[src/rtl/fetch_ctrl.sv]
// Fetch sequencer for the PC_IM stage: resolves branch/jump redirects, load-use stalls,
// post-redirect flushes and HLT/resume, and counts PC redirects.
module fetch_ctrl #(
  parameter logic [4:0] OP_JMP    = 5'h1E,
  parameter logic [4:0] OP_HLT    = 5'h1F,
  parameter int         FLUSH_CYC = 1,
  parameter int         LU_STALL  = 1
) (
  input  logic        clk,
  input  logic        reset,
  input  logic [19:0] ins_pm,
  input  logic        ex_branch_tkn,
  input  logic [7:0]  ex_branch_tgt,
  input  logic        ex_is_load,
  input  logic [4:0]  ex_rd,
  input  logic        resume,
  output logic [7:0]  jmp_loc,
  output logic        pc_mux_sel,
  output logic        stall,
  output logic        stall_pm,
  output logic        flush,
  output logic        halted,
  output logic [7:0]  redirect_cnt
);

  typedef enum logic [1:0] {S_RUN, S_STALL, S_FLUSH, S_HALT} state_t;

  // Counters preload to "remaining cycles - 1"; the RUN cycle that detects a
  // load-use hazard already counts as the first stalled cycle.
  localparam logic [1:0] FLUSH_INIT = 2'(FLUSH_CYC - 1);
  localparam logic [1:0] STALL_INIT = (LU_STALL > 1) ? 2'(LU_STALL - 2) : 2'd0;

  state_t      r_state, w_state_nxt;
  logic [1:0]  r_cnt, w_cnt_nxt;
  logic [7:0]  r_jmp_loc, r_redirect_cnt;
  logic [7:0]  w_tgt;
  logic        w_redirect, w_stall, w_flush, w_halted;
  logic        w_load_use;
  logic [4:0]  w_opcode;
  logic        w_unused_rd;

  assign w_opcode    = ins_pm[19:15];
  assign w_unused_rd = ^ins_pm[14:10];
  assign w_load_use  = ex_is_load && (ex_rd != 5'd0) &&
                       ((ex_rd == ins_pm[9:5]) || (ex_rd == ins_pm[4:0]));

  always_comb begin
    w_state_nxt = r_state;
    w_cnt_nxt   = r_cnt;
    w_redirect  = 1'b0;
    w_tgt       = r_jmp_loc;
    w_stall     = 1'b0;
    w_flush     = 1'b0;
    w_halted    = 1'b0;
    case (r_state)
      S_RUN: begin
        if (ex_branch_tkn) begin
          w_redirect  = 1'b1;
          w_tgt       = ex_branch_tgt;
          w_state_nxt = S_FLUSH;
          w_cnt_nxt   = FLUSH_INIT;
        end else if (w_load_use) begin
          w_stall = 1'b1;
          if (LU_STALL > 1) begin
            w_state_nxt = S_STALL;
            w_cnt_nxt   = STALL_INIT;
          end
        end else if (w_opcode == OP_JMP) begin
          w_redirect  = 1'b1;
          w_tgt       = ins_pm[7:0];
          w_state_nxt = S_FLUSH;
          w_cnt_nxt   = FLUSH_INIT;
        end else if (w_opcode == OP_HLT) begin
          w_stall     = 1'b1;
          w_state_nxt = S_HALT;
        end
      end
      S_STALL: begin
        if (ex_branch_tkn) begin
          w_redirect  = 1'b1;
          w_tgt       = ex_branch_tgt;
          w_state_nxt = S_FLUSH;
          w_cnt_nxt   = FLUSH_INIT;
        end else begin
          w_stall = 1'b1;
          if (r_cnt == 2'd0) w_state_nxt = S_RUN;
          else               w_cnt_nxt   = r_cnt - 2'd1;
        end
      end
      S_FLUSH: begin
        // The instruction in ID is being squashed, so only a new branch matters.
        w_flush = 1'b1;
        if (ex_branch_tkn) begin
          w_redirect = 1'b1;
          w_tgt      = ex_branch_tgt;
          w_cnt_nxt  = FLUSH_INIT;
        end else if (r_cnt == 2'd0) begin
          w_state_nxt = S_RUN;
        end else begin
          w_cnt_nxt = r_cnt - 2'd1;
        end
      end
      S_HALT: begin
        w_halted = 1'b1;
        if (resume) w_state_nxt = S_RUN;
        else        w_stall     = 1'b1;
      end
      default: w_state_nxt = S_RUN;
    endcase
  end

  always_ff @(posedge clk or negedge reset) begin
    if (!reset) begin
      r_state        <= S_RUN;
      r_cnt          <= 2'd0;
      r_jmp_loc      <= 8'h00;
      r_redirect_cnt <= 8'h00;
    end else begin
      r_state   <= w_state_nxt;
      r_cnt     <= w_cnt_nxt;
      r_jmp_loc <= w_tgt;
      if (w_redirect && (r_redirect_cnt != 8'hFF))
        r_redirect_cnt <= r_redirect_cnt + 8'd1;
    end
  end

  assign jmp_loc      = w_tgt;
  assign pc_mux_sel   = !w_redirect;
  assign stall        = w_stall;
  assign stall_pm     = w_stall;
  assign flush        = w_flush;
  assign halted       = w_halted;
  assign redirect_cnt = r_redirect_cnt;

endmodule
[config.mk]
export PLATFORM = sky130hd
export DESIGN_NAME = fetch_ctrl
export DESIGN_NICKNAME = d
export VERILOG_FILES = /design/src/rtl/fetch_ctrl.sv
export SDC_FILE = /design/constraint.sdc
export NUM_CORES = 1
export LEC_CHECK = 0
export ABC_AREA = 1
export CAP_MARGIN = 25
export CORE_UTILIZATION = 25
export CTS_BUF_LIST = sky130_fd_sc_hd__clkbuf_8
export CTS_CLUSTER_DIAMETER = 200
export CTS_CLUSTER_SIZE = 8
export DETAILED_ROUTE_END_ITERATION = 6
export DONT_BUFFER_PORTS = 1
export SLEW_MARGIN = 20
export SYNTH_ARGS = -nofsm -noshare
export SYNTH_HDL_FRONTEND = slang
export SYNTH_SLANG_ARGS = --single-unit
[constraint.sdc]
create_clock -name clk -period 3.1 [get_ports clk]
set_clock_uncertainty 0.2 [all_clocks]
set_input_delay 0.62 -clock clk [delete_from_list [all_inputs] [get_ports clk]]
set_output_delay 0.62 -clock clk [all_outputs]
set_load 0.02 [all_outputs]
==> impl_table.tex <==
\begin{tabular}{lr}
\hline
Metric & Value \\
\hline
\multicolumn{2}{l}{\textbf{Status}} \\
Result of the run & finished clean \\
\multicolumn{2}{l}{\textbf{Worst setup path}} \\
Launching point of the worst reg2reg path & r\_state[0]\$\_DFFE\_PN0P\_ \\
Ordered cell list for the critical path & inv\_1, ha\_4, inv\_2, nor2\_2, inv\_2, a21oi\_1, nand2\_1, a21oi\_1, buf\_4 \\
Worst-path fanout max & 8 \\
Total buffers and inverters traversed by the critical path & 4 \\
Sort of element at the start of the critical path & flip-flop \\
Critical-path top delay cell & sky130\_fd\_sc\_hd\_\_dfrtp\_1 \\
Max incr delay on CP & 0.42 ns \\
End of the worst register-to-register path & r\_jmp\_loc[2]\$\_DFF\_PN0\_ \\
R2r worst-path depth & 8 \\
Family of cells with the greatest summed delay on the critical path & buffers and inverters \\
Data required, critical path & 2.28 ns \\
Critical path class & flip-flop to output port \\
Slack of the worst reg-to-reg path & 1.06 ns \\
Worst path arrival time & 2.01 ns \\
Capturing element type of the critical path & output port \\
\multicolumn{2}{l}{\textbf{Yosys}} \\
Syn nets & 284 \\
Portion of synthesized cell area occupied by the leading cell type & 0.3001 \\
Synth Area per Inst & 6.949 um\^{}2 \\
Number of cells produced by synthesis & 240 \\
Cell type with the largest total area after synthesis & sky130\_fd\_sc\_hd\_\_dfrtp\_1 \\
Post-synthesis sequential area ratio & 0.3001 \\
Cell area after synthesis & 1668 um\^{}2 \\
Leading post-synthesis cells by cell area & sky130\_fd\_sc\_hd\_\_dfrtp\_1 (30\%), sky130\_fd\_sc\_hd\_\_nand2\_1 (15\%), sky130\_fd\_sc\_hd\_\_inv\_1 (6.3\%), sky130\_fd\_sc\_hd\_\_nor2\_1 (5.9\%), sky130\_fd\_sc\_hd\_\_a21oi\_1 (4.8\%) \\
Synth cell types & 31 \\
Yosys warning count & 0 \\
Number of synthesized register bits & 20 \\
\multicolumn{2}{l}{\textbf{GRT}} \\
First-pass GRT wire length & 7.079 mm \\
Congestion Overflow GR & 0 \\
Maximum number of pins on one net before global-route repair & 21 \\
Number of global-route vias before repair & 1,522 \\
Initial antenna violation count & 0 \\
Aggregate global-route resource usage & 0.1241 \\
\multicolumn{2}{l}{\textbf{STA}} \\
Period utilisation layout & 0.9124 \\
Hold Fails Final Rpt & 0 \\
Setup tns final & 0 ns \\
Total count of max-transition violations in the final report & 0 \\
Final critical delay including setup and external delays & 2.828 ns \\
Upper clock frequency limit & 353.6 MHz \\
Setup Viol. Count Final & 0 \\
Slew of the pin with the lowest slew margin & 0.4213 ns \\
Tightest slew margin relative to the limit & 0.7183 \\
Unrepaired setup endpoints after global routing & false \\
\multicolumn{2}{l}{\textbf{Floorplanning}} \\
Number of ports placed on the die boundary & 59 \\
Initial Util & 0.2612 \\
Die height & 83.68 um \\
Core Rows & 29 \\
Core area & 6386 um\^{}2 \\
Overall die area & 7002 um\^{}2 \\
Horizontal extent of the die & 83.68 um \\
\multicolumn{2}{l}{\textbf{Clock network}} \\
Reg clk slew, reported paths & 0.07 ns \\
Clock network latency to the later pin of the worst-skew pair & 0.26 ns \\
Root buffer selected by CTS & sky130\_fd\_sc\_hd\_\_clkbuf\_8 \\
TritonCTS clock tree & done \\
Level count of the clock H-tree & 1 \\
Max clock buf depth & 2 \\
Clock sink total & 20 \\
CTS Buf Count & 3 \\
\multicolumn{2}{l}{\textbf{Min path}} \\
Hold Startpoint & r\_cnt[1]\$\_DFFE\_PN0P\_ \\
Kind of path behind the tightest hold check & flip-flop to flip-flop \\
Min-Delay Endpoint & r\_cnt[1]\$\_DFFE\_PN0P\_ \\
Hold Path Cell Cnt & 2 \\
\multicolumn{2}{l}{\textbf{Routing}} \\
Total length of routed wires & 4.152 mm \\
Router iterations before antenna repair & 5 \\
Via-to-Cell Ratio & 4.663 \\
Vias post-DR & 1,548 \\
Amount of wire on met3 after detailed routing & 340 um \\
First DRT Iteration DRCs & 77 \\
M1 WL & 1.854 mm \\
Final antenna-violating net count & 0 \\
Detailed-routed wire length on met2 & 1.928 mm \\
DRC Markers & 0 \\
Uppermost metal layer occupied by signal nets & met4 \\
Post-DR wirelength/cell & 12.51 um \\
\multicolumn{2}{l}{\textbf{Place}} \\
Standard cell area after detailed placement & 1838 um\^{}2 \\
Estimated wirelength of the detail-placed design & 3.292 mm \\
Routability-driven placement congestion ratio & 0.7694 \\
Buffers on Ports & 0 \\
\multicolumn{2}{l}{\textbf{Layout}} \\
Post-layout utilization of the core & 0.3023 \\
Top library cells by usage in the layout, fill and taps aside & sky130\_fd\_sc\_hd\_\_nand2\_1 (66), sky130\_fd\_sc\_hd\_\_inv\_1 (28), sky130\_fd\_sc\_hd\_\_nor2\_1 (26), sky130\_fd\_sc\_hd\_\_dfrtp\_1 (20), sky130\_fd\_sc\_hd\_\_a21oi\_1 (16) \\
Antenna diode count & 0 \\
Net count reported at finish & 300 \\
Relative area change from synthesis to final layout & 15.75\% \\
Final design instance area without fill & 1931 um\^{}2 \\
Most common cell after layout, fill and taps aside & sky130\_fd\_sc\_hd\_\_nand2\_1 \\
Fraction of layout instances using a drive strength above 1 & 0.1569 \\
\multicolumn{2}{l}{\textbf{Flow run}} \\
Max-cap violation count & 0 \\
\multicolumn{2}{l}{\textbf{Pwr}} \\
Design Power & 0.001701 W \\
Areal power density over the cells & 880.9 nW/um\^{}2 \\
Maximum resistive drop on vdd & 0.3520 mV \\
Static leakage & 0.9978 nW \\
\hline
\end{tabular}
## metrics by stage
stage	instances	setup WS [ns]	hold slack (ns)
5_1_grt	332	0.06031	0.3859
3_3_place_gp	326	0.4376	0.1250
6_report	332	0.2716	0.2952
4_1_cts	331	0.1045	0.3027
2_1_floorplan	240	0.5502	0.1244
3_5_place_dp	326	0.3974	0.1250
## kinds of logic (layout without fill, tap and decap cells)
| kind of cell | Yosys count | in the layout | share of synthesized area |
|---|---|---|---|
| compound gates | 38 | 38 | 0.1471 |
| fa+ha+maj | 6 | 6 | 0.04501 |
| simple gates | 126 | 126 | 0.3683 |
| flops | 20 | 20 | 0.3001 |
| xor+xnor | 8 | 8 | 0.04201 |
| buf+inv | 42 | 57 | 0.09752 |
## sequential cells by signal, summed over array words and instances, names as in the netlist
| register | cells |
|---|---|
| r_jmp_loc | 8 |
| redirect_cnt | 8 |
| r_state | 2 |
| r_cnt | 2 |
## worst max path at each step
stage | from | end | slack (ns) | cells after the start
floorplan | r_state[1]$_DFFE_PN0P_ | jmp_loc[1] | 0.55 | 6
global placement | r_state[1]$_DFFE_PN0P_ | jmp_loc[6] | 0.44 | 9
detailed placement | r_state[1]$_DFFE_PN0P_ | jmp_loc[6] | 0.40 | 9
CTS | r_state[1]$_DFFE_PN0P_ | jmp_loc[6] | 0.10 | 9
global route | r_state[1]$_DFFE_PN0P_ | jmp_loc[6] | 0.06 | 9
finish | r_state[0]$_DFFE_PN0P_ | jmp_loc[6] | 0.27 | 9
## cells in the mapped netlist (all sizes together)
cell type and instances:
nand2 71, inv 37, nor2 28, dfrtp 20, a21oi 18, nand3 12
nand4 12, a221oi 9, o21ai 8, ha 6, xnor2 4, xor2 4
buf 2, clkinv 2, nor3 2, a22oi 1, clkbuf 1, o21bai 1
o22ai 1, or2 1
## cell type report
type | count | area [um^2]
Timing Repair Buffer | 14 | 115.1
Fill cell | 707 | 4456
Multi-Input combinational cell | 178 | 1017
Inverter | 39 | 146.4
Sequential cell | 20 | 500.5
Clock buffer | 4 | 55.05
Tap cell | 77 | 96.34
## worst register-to-register path, stage by stage, from the launching register on
cell                       delay [ns]
sky130_fd_sc_hd__dfrtp_1         0.42
sky130_fd_sc_hd__inv_1           0.14
sky130_fd_sc_hd__ha_4            0.22
sky130_fd_sc_hd__inv_1           0.12
sky130_fd_sc_hd__nor2_1          0.09
sky130_fd_sc_hd__buf_4           0.17
sky130_fd_sc_hd__a221oi_1        0.29
sky130_fd_sc_hd__a21oi_1         0.10
sky130_fd_sc_hd__buf_4           0.17
## timing repair
| item | CTS | global route |
|---|---|---|
| hold buffers | 1 | 0 |
| setup buffers | 0 | 0 |
| setup endpoints to repair | 0 | 9 |
| gates resized for setup | 0 | 2 |
| hold endpoints to repair | 20 | 0 |
## power by group
part,switching [W],internal [W],total (W),leakage [nW]
registers,0.000129,0.000361,0.000489,0.258
clock network,0.0000863,0.000113,0.000199,0.0288
logic,0.000622,0.000390,0.00101,0.712
## metal layers
| layer | global-route usage | vias up |
|---|---|---|
| met4 | 0.03544 | 0 |
| met1 | 0.1630 | 678 |
| met3 | 0.03462 | 4 |
| li1 | - | 816 |
| met5 | 0 | - |
| met2 | 0.1988 | 50 |
Note: power is estimated with default switching activity, not from simulation.
